<file path="src/rtl/rpsc_pkg.sv">
// Shared types and helpers for the RPSC operator annunciator.
// Channel count, alarm-sequence states and first-out encoding.
package rpsc_pkg;

    localparam int NUM_CH = 7;

    typedef enum logic [1:0] {
        NORM      = 2'd0,
        ALM_UNACK = 2'd1,
        ALM_ACK   = 2'd2,
        RTN_UNACK = 2'd3
    } ann_state_t;

    localparam logic [2:0] FO_NONE = 3'd0;

    // Lowest set bit wins; result is 1-based channel code.
    function automatic logic [2:0] fo_encode(input logic [NUM_CH-1:0] v);
        logic [2:0] code;
        code = FO_NONE;
        for (int i = NUM_CH - 1; i >= 0; i--) begin
            if (v[i]) begin
                code = 3'(i + 1);
            end
        end
        return code;
    endfunction

endpackage

</file>
<file path="src/rtl/rpsc_pb_cond.sv">
// Pushbutton conditioner: 2-flop synchronizer, debounce,
// accepted level and a one-cycle rising-edge pulse.
module rpsc_pb_cond #(
    parameter int DEBOUNCE_CYC = 500_000
) (
    input  logic clk,
    input  logic reset,
    input  logic raw,
    output logic level,
    output logic rise_p
);

    localparam int CW = $clog2(DEBOUNCE_CYC + 1);
    localparam logic [CW-1:0] CNT_LAST = CW'(DEBOUNCE_CYC - 1);

    logic          s1_q;
    logic          s2_q;
    logic          level_q;
    logic          level_d;
    logic          prev_q;
    logic          rise_q;
    logic [CW-1:0] cnt_q;
    logic [CW-1:0] cnt_d;

    // Any sample matching the accepted level restarts the count.
    always_comb begin
        level_d = level_q;
        cnt_d   = '0;
        if (s2_q != level_q) begin
            if (cnt_q == CNT_LAST) begin
                level_d = s2_q;
            end else begin
                cnt_d = cnt_q + 1'b1;
            end
        end
    end

    always_ff @(posedge clk) begin
        if (reset) begin
            s1_q    <= 1'b0;
            s2_q    <= 1'b0;
            level_q <= 1'b0;
            cnt_q   <= '0;
            prev_q  <= 1'b0;
            rise_q  <= 1'b0;
        end else begin
            s1_q    <= raw;
            s2_q    <= s1_q;
            level_q <= level_d;
            cnt_q   <= cnt_d;
            prev_q  <= level_q;
            rise_q  <= level_q & ~prev_q;
        end
    end

    assign level  = level_q;
    assign rise_p = rise_q;

endmodule

</file>
<file path="src/rtl/rpsc_annunciator.sv">
// Operator annunciator for latched protection outputs FF33-FF39:
// per-channel alarm sequence, flashing lamps, horn and first-out.
import rpsc_pkg::*;

module rpsc_annunciator #(
    parameter int FAST_DIV     = 25_000_000,
    parameter int DEBOUNCE_CYC = 500_000
) (
    input  logic       clk,
    input  logic       reset,
    input  logic [6:0] la_in,
    input  logic       ack_pb,
    input  logic       rst_pb,
    input  logic       test_pb,
    output logic [6:0] lamp,
    output logic       horn,
    output logic [2:0] first_out
);

    localparam int PW = $clog2(FAST_DIV + 1);
    localparam logic [PW-1:0] PSC_LAST = PW'(FAST_DIV - 1);

    logic [NUM_CH-1:0] la_q;
    logic              ack_p;
    logic              rst_p;
    logic              test_l;
    logic              ack_lvl_unused;
    logic              rst_lvl_unused;
    logic              test_rise_unused;

    logic [PW-1:0]     psc_q;
    logic [PW-1:0]     psc_d;
    logic              fast_q;
    logic              fast_d;
    logic              slow_q;
    logic              slow_d;
    logic [1:0]        tog_q;
    logic [1:0]        tog_d;

    logic [NUM_CH-1:0] norm_q;
    logic [NUM_CH-1:0] norm_d;
    logic [NUM_CH-1:0] unack_d;
    logic [NUM_CH-1:0] lamp_ch_d;
    logic [NUM_CH-1:0] enter;

    logic [6:0]        lamp_q;
    logic [6:0]        lamp_d;
    logic              horn_q;
    logic              horn_d;
    logic [2:0]        fo_q;
    logic [2:0]        fo_d;

    rpsc_pb_cond #(.DEBOUNCE_CYC(DEBOUNCE_CYC)) u_ack (
        .clk    (clk),
        .reset  (reset),
        .raw    (ack_pb),
        .level  (ack_lvl_unused),
        .rise_p (ack_p)
    );

    rpsc_pb_cond #(.DEBOUNCE_CYC(DEBOUNCE_CYC)) u_rst (
        .clk    (clk),
        .reset  (reset),
        .raw    (rst_pb),
        .level  (rst_lvl_unused),
        .rise_p (rst_p)
    );

    rpsc_pb_cond #(.DEBOUNCE_CYC(DEBOUNCE_CYC)) u_test (
        .clk    (clk),
        .reset  (reset),
        .raw    (test_pb),
        .level  (test_l),
        .rise_p (test_rise_unused)
    );

    // Slow phase toggles on every fourth fast toggle.
    always_comb begin
        psc_d  = psc_q + 1'b1;
        fast_d = fast_q;
        slow_d = slow_q;
        tog_d  = tog_q;
        if (psc_q == PSC_LAST) begin
            psc_d  = '0;
            fast_d = ~fast_q;
            tog_d  = tog_q + 2'd1;
            if (tog_q == 2'd3) begin
                slow_d = ~slow_q;
            end
        end
    end

    for (genvar g = 0; g < NUM_CH; g++) begin : g_ch
        ann_state_t st_q;
        ann_state_t st_d;

        // Return to normal only while the latch is clear.
        always_comb begin
            st_d = st_q;
            unique case (st_q)
                NORM: begin
                    if (la_q[g]) st_d = ALM_UNACK;
                end
                ALM_UNACK: begin
                    if (ack_p) st_d = la_q[g] ? ALM_ACK : RTN_UNACK;
                end
                ALM_ACK: begin
                    if (!la_q[g]) st_d = RTN_UNACK;
                end
                RTN_UNACK: begin
                    if (la_q[g]) begin
                        st_d = ALM_UNACK;
                    end else if (rst_p) begin
                        st_d = NORM;
                    end
                end
                default: st_d = NORM;
            endcase
        end

        always_comb begin
            lamp_ch_d[g] = 1'b0;
            unique case (st_d)
                NORM:      lamp_ch_d[g] = 1'b0;
                ALM_UNACK: lamp_ch_d[g] = fast_d;
                ALM_ACK:   lamp_ch_d[g] = 1'b1;
                RTN_UNACK: lamp_ch_d[g] = slow_d;
                default:   lamp_ch_d[g] = 1'b0;
            endcase
        end

        always_ff @(posedge clk) begin
            if (reset) begin
                st_q <= NORM;
            end else begin
                st_q <= st_d;
            end
        end

        assign norm_q[g]  = (st_q == NORM);
        assign norm_d[g]  = (st_d == NORM);
        assign unack_d[g] = (st_d == ALM_UNACK);
    end

    assign enter = norm_q & unack_d;

    // First-out is latched once and held until all channels are normal.
    always_comb begin
        fo_d = fo_q;
        if (&norm_d) begin
            fo_d = FO_NONE;
        end else if ((fo_q == FO_NONE) && (|enter)) begin
            fo_d = fo_encode(enter);
        end
    end

    assign horn_d = |unack_d;
    assign lamp_d = test_l ? 7'h7F : lamp_ch_d;

    always_ff @(posedge clk) begin
        if (reset) begin
            la_q   <= '0;
            psc_q  <= '0;
            fast_q <= 1'b0;
            slow_q <= 1'b0;
            tog_q  <= 2'd0;
            lamp_q <= '0;
            horn_q <= 1'b0;
            fo_q   <= FO_NONE;
        end else begin
            la_q   <= la_in;
            psc_q  <= psc_d;
            fast_q <= fast_d;
            slow_q <= slow_d;
            tog_q  <= tog_d;
            lamp_q <= lamp_d;
            horn_q <= horn_d;
            fo_q   <= fo_d;
        end
    end

    assign lamp      = lamp_q;
    assign horn      = horn_q;
    assign first_out = fo_q;

endmodule
</file>
<file path="config.mk">
export PLATFORM = sky130hd
export DESIGN_NAME = rpsc_annunciator
export DESIGN_NICKNAME = d
export VERILOG_FILES = /design/src/rtl/rpsc_pkg.sv /design/src/rtl/rpsc_pb_cond.sv /design/src/rtl/rpsc_annunciator.sv
export SDC_FILE = /design/constraint.sdc
export NUM_CORES = 1
export LEC_CHECK = 0
export ABC_CLOCK_PERIOD_IN_PS = 2200
export CORE_MARGIN = 5
export CORE_UTILIZATION = 63
export CTS_BUF_LIST = sky130_fd_sc_hd__clkbuf_8
export DETAILED_ROUTE_END_ITERATION = 6
export GPL_TIMING_DRIVEN = 0
export HOLD_SLACK_MARGIN = 0.12
export PLACE_DENSITY = 0.82
export SYNTH_ARGS = -nofsm -noshare
export SYNTH_HDL_FRONTEND = slang
export SYNTH_HIERARCHICAL = 1
export SYNTH_SLANG_ARGS = --single-unit
export TNS_END_PERCENT = 30
</file>
<file path="constraint.sdc">
create_clock -name clk -period 2.2 [get_ports clk]
set_input_delay 0.22 -clock clk [delete_from_list [all_inputs] [get_ports clk]]
set_output_delay 0.22 -clock clk [all_outputs]
set_load 0.1 [all_outputs]
</file>
* Word level (Yosys, flattened, before mapping)
Cells that the tools add are included.
** Operators by class
- Add/subtract/negate cells :: 5
- Eq/ne operators :: 50
- Muxes and demuxes :: 67
- Bitwise operators :: 10
- Reduce and logical (&&, ||, !) cells :: 27
** Operators by type and width (count)
- two-way mux 2 bit :: 35
- equality test 2 bit, second input constant :: 29
- adder 19 x 1 -> 19 bit, second input constant :: 3
- equality test 19 bit, second input constant :: 3
- one-hot mux 2 bit (4 select lines) :: 7
- equality test 2 x 1 -> 1 bit, second input constant :: 14
- zero test 2 bit :: 14
- one-hot mux 1 bit (4 select lines) :: 7
- adder 25 x 1 -> 25 bit, second input constant :: 1
- equality test 25 bit, second input constant :: 1
- two-way mux 3 bit :: 7
- OR reduction 7 bit :: 2
- two-way mux 1 bit :: 10
- OR reduction 3 bit :: 3
- AND 7 bit :: 1
- two-way mux 7 bit :: 1
- inverter 1 bit :: 7
- AND reduction 7 bit :: 1
- AND reduction 2 bit :: 3
- OR reduction 2 bit :: 2
- zero test 3 bit :: 1
- != test 1 bit :: 3
- adder 2 x 1 -> 2 bit, second input constant :: 1
- AND 1 bit :: 2
- logical AND 1 bit :: 1
** Word-level totals
- Register bits after elaboration :: 131
- Input port bits :: 12
- Output and inout bits :: 11
- Word-level logic and storage cells :: 190

* Longest topological paths before layout
Gate-level depths: netlist of run 1.
- Word-level depth :: 12
- Depth in mapped cells :: 7
- Gate-level depth less buffers :: 5

* Modules after synthesis
The synthesis of run 1 kept the hierarchy.
** By module, submodules not included
- rpsc_annunciator :: instances 1, cells each 349, area an instance 2984.1 µm², seq. area each 1221.2 µm²
- rpsc_pb_cond (u_ack ...) :: instances 2, cells each 111, area an instance 1019.7 µm², seq. area each 480.5 µm²
- rpsc_pb_cond (u_test) :: instances 1, cells each 114, area an instance 1038.5 µm², seq. area each 480.5 µm²

* Worst setup path after synthesis of run 1
Ideal clock, no wire load.
- Path type :: flip-flop to flip-flop
- From :: register u_ack.cnt_q[0]
- To :: register u_ack.cnt_q[10]
- Setup time :: 0.115 ns
- Arrival :: 1.697 ns
- Data required time :: 2.085 ns
- Path slack :: 0.389 ns
- Cell stages (with the launch flop) :: 7
- Path buffers :: 1
- Period minus slack after synthesis :: 1.811 ns
- Cell sequence :: dfxtp_1 ha_1 nand3_2 or4_4 o31ai_4 buf_6 nor2_1
** Between the ends
- Word-level cells in the longest chain between the ends :: 2
- Elaborated cells between the ends (all ways) :: 3
- Those cells by class :: 1 x add/sub; 1 x eq/ne; 1 x reduce/logical
** RTL lines
- start, declared :: RTL line rpsc_pb_cond.sv:22 : logic [CW-1:0] cnt_q;
- start signal, assigned :: RTL line rpsc_pb_cond.sv:50 : cnt_q <= cnt_d;
- parallel branches: the longest is 2 deep, another holds adder 19 x 1 -> 19 bit
Parallel ways; which one is timed is not known.
A chain may end at the register's enable or synchronous reset.

* Worst setup path after layout of run 1
- From :: register lamp_q[6], in the netlist lamp[6]
- To :: output port lamp[6]
** RTL lines
- start, declared :: RTL line rpsc_annunciator.sv:46 : logic [6:0] lamp_q;
- start signal, assigned :: RTL line rpsc_annunciator.sv:176 : lamp_q <= lamp_d;
- end, declared :: RTL line rpsc_annunciator.sv:15 : output logic [6:0] lamp,
No word-level cell between the ends.

==> impl_metrics.py, run 1 <==
metrics = {
    "cts": {
        "clock-sinks": 131,
        "numCtsBuffers": 17,
        "clk_pin_slew_worst_paths_ns": 0.07,
        "root_buffer": "clkbuf_8",
        "insertion_delay_ns": 0.44,
        "cts.path.max_buffers": 2,
        "ctsHoldBuffers": 0,
        "cts_max_level": 4,
        "cts_tree": "built",
    },
    "timing": {
        "layout_min_cycle_time_ns": 2.09,
        "finalHoldViolCount": 0,
        "slew_headroom": 0.351,
        "tns_ns": 0,
        "worst_slack_ns": 0.111,
        "hold_ws_ns": 0.324,
        "setup_viol": 0,
        "worst_pin_slew_ns": 0.971,
        "grt_setup_unrepaired": "false",
        "fmax_ghz": 0.479,
        "skew_ns": 0.0124,
        "finalCritPeriodShare": 0.949,
        "slew_violations": 0,
    },
    "global_routing": {
        "antenna_found_initial": 0,
        "grt_pass1_wl_um": 20800,
        "grt_max_degree": 20,
        "grt_overflow_total": 0,
        "grt_pass1_vias": 4782,
        "grtUsageTotal": 0.221,
    },
    "final_layout": {
        "fill_cells": 718,
        "antenna_cells": 0,
        "drive_gt1_frac": 0.104,
        "final_nets": 744,
        "final_cell_mix": "131 x dfxtp_1, 130 x nor2_1, 58 x xnor2_1",
        "instances_no_fill": 869,
        "seqCellArea_um2": 2620,
        "final_common_cell": "dfxtp_1",
        "multi_input_area_um2": 3180,
        "area_growth_pct": 13.5,
    },
    "pwr": {
        "p_sw_frac": 0.236,
        "pwr-share-comb": 0.062,
        "p_clk_frac": 0.417,
        "p_sw_mw": 1.11,
        "p_int_mw": 3.59,
        "p_seq_frac": 0.521,
        "p_leak_nw": 2.25,
        "p_per_area_nw_per_um2": 688,
        "ir_drop_uv": 541,
    },
    "setup_path": {
        "startpoint": "lamp[6]$_SDFF_PP0_",
        "start_kind": "flop",
        "end_kind": "output port",
        "required_ns": 1.98,
        "crit_family": "buffers and inverters",
        "critical_path_class": "flop to output port",
        "worst-path-max-fanout": 1,
        "cp.buffers_inverters": 1,
        "critPathMaxStageDelay_ns": 1.13,
        "slowest_stage": "clkdlybuf4s50_1",
        "worstPathArrival_ns": 1.87,
        "cp_cell_sequence": "clkdlybuf4s50_1",
        "r2r_start": "u_ack/cnt_q[0]$_SDFF_PP0_",
    },
    "yosys": {
        "synth_area_um2": 6020,
        "synth.net_count": 699,
        "ys_warn_count": 6,
        "syn_avg_cell_area_um2": 8.82,
        "syn-instance-count": 682,
    },
    "detailed_routing": {
        "wl_per_cell_um": 13.9,
        "drt_pass1_iterations": 5,
        "wl_um": 12100,
        "postRouteAntennaNets": 0,
        "vias": 4994,
        "vias_per_cell": 5.75,
        "drt_iter0_drc": 231,
        "remaining_drc_errors": 0,
    },
    "die": {
        "die_width_um": 108,
        "floorplan.initialDensity": 0.648,
        "core_area_um2": 9280,
        "pin_count": 23,
        "num_rows": 35,
        "die_h_um": 108,
        "die_area_um2": 11600,
    },
    "placed_design": {
        "dp_slack_ns": -0.511,
        "gp_congestion": 0.853,
        "io_buffer_count": 22,
        "placed_cells": 833,
        "dpl.hpwl_um": 8480,
    },
    "flow_run": {
        "max-cap-violations": 0,
    },
    "worst_hold_path": {
        "hp-start": "la_in[4]",
        "hold_path.class": "input pin to flop",
    },
    "run_status": {
        "run_status": "finished, final reports clean",
    },
}
## final timing paths
kind	endpoint	slack, ns	depth (start not counted)
min	la_q[4]$_SDFF_PP0_	0.32	2
max	lamp[6]	0.11	1
max reg2reg	u_ack/cnt_q[15]$_SDFF_PP0_	0.12	6
min reg2reg	u_ack/rise_p$_SDFF_PP0_	0.38	1
## area by class of cell
| type | count | area share |
|---|---|---|
| multi-input combinational | 507 | 0.466 |
| sequential | 131 | 0.384 |
| clock buffer | 20 | 0.0403 |
| timing repair buffer | 26 | 0.0359 |
| tap | 129 | 0.0236 |
| buffer | 17 | 0.0183 |
| clock inverter | 12 | 0.0169 |
| inverter | 27 | 0.0148 |
## state kept, by name (all words and copies together) (netlist names), 2 cells and up
signal and cells:
tog_q 2, u_test/cnt_q 19, u_ack/cnt_q 19, lamp 7, first_out 3, u_rst/cnt_q 19, psc_q 25, la_q 7
g_ch.st_q 14
## metrics by stage
| stage | utilization | cell area (um2) | power, mW |
|---|---|---|---|
| finish | 0.736 | 6830 | 4.70 |
| CTS | 0.731 | 6780 | 4.73 |
| detailed placement | 0.689 | 6400 | 2.79 |
| global route | 0.736 | 6830 | 4.89 |
| global placement | 0.689 | 6400 | 2.78 |
| floorplan | - | 6020 | 2.71 |
## power by group through the flow
stage                     logic [mW]  registers [mW]  clock network, mW
after floorplan                0.139            2.57                  0
after global placement         0.284            2.50                  0
after detailed placement       0.292            2.50                  0
after CTS                      0.286            2.45               2.00
after global routing           0.316            2.45               2.12
final                          0.292            2.45               1.96
## routing by layer
metal  vias to the layer above  track usage  part of all wire  wire length, um
met5                         -            0                 0                0
met4                         0       0.0956             0.015              182
met3                        15       0.0654             0.041              501
met2                       114        0.370              0.50             6000
met1                      2361        0.261              0.45             5420
li1                       2504            -                 -                -
## timing repair
| item | 4_1_cts | 5_1_grt |
|---|---|---|
| setup buffers | 0 | 4 |
| gates resized for setup | 4 | 3 |
| setup endpoints to repair | 13 | 15 |
| pin swaps | 0 | 1 |
No activity file was read; power rests on OpenSTA's default activity.
==> run 2, diff against run 1 <==
--- a/config.mk
+++ b/config.mk
@@ -13,6 +13,7 @@
 export GPL_TIMING_DRIVEN = 0
 export HOLD_SLACK_MARGIN = 0.12
 export PLACE_DENSITY = 0.82
+export SLEW_MARGIN = 5
 export SYNTH_ARGS = -nofsm -noshare
 export SYNTH_HDL_FRONTEND = slang
 export SYNTH_HIERARCHICAL = 1
==> results of run 2 <==
The final DEF is identical to that of run 1; final timing and power are the same.
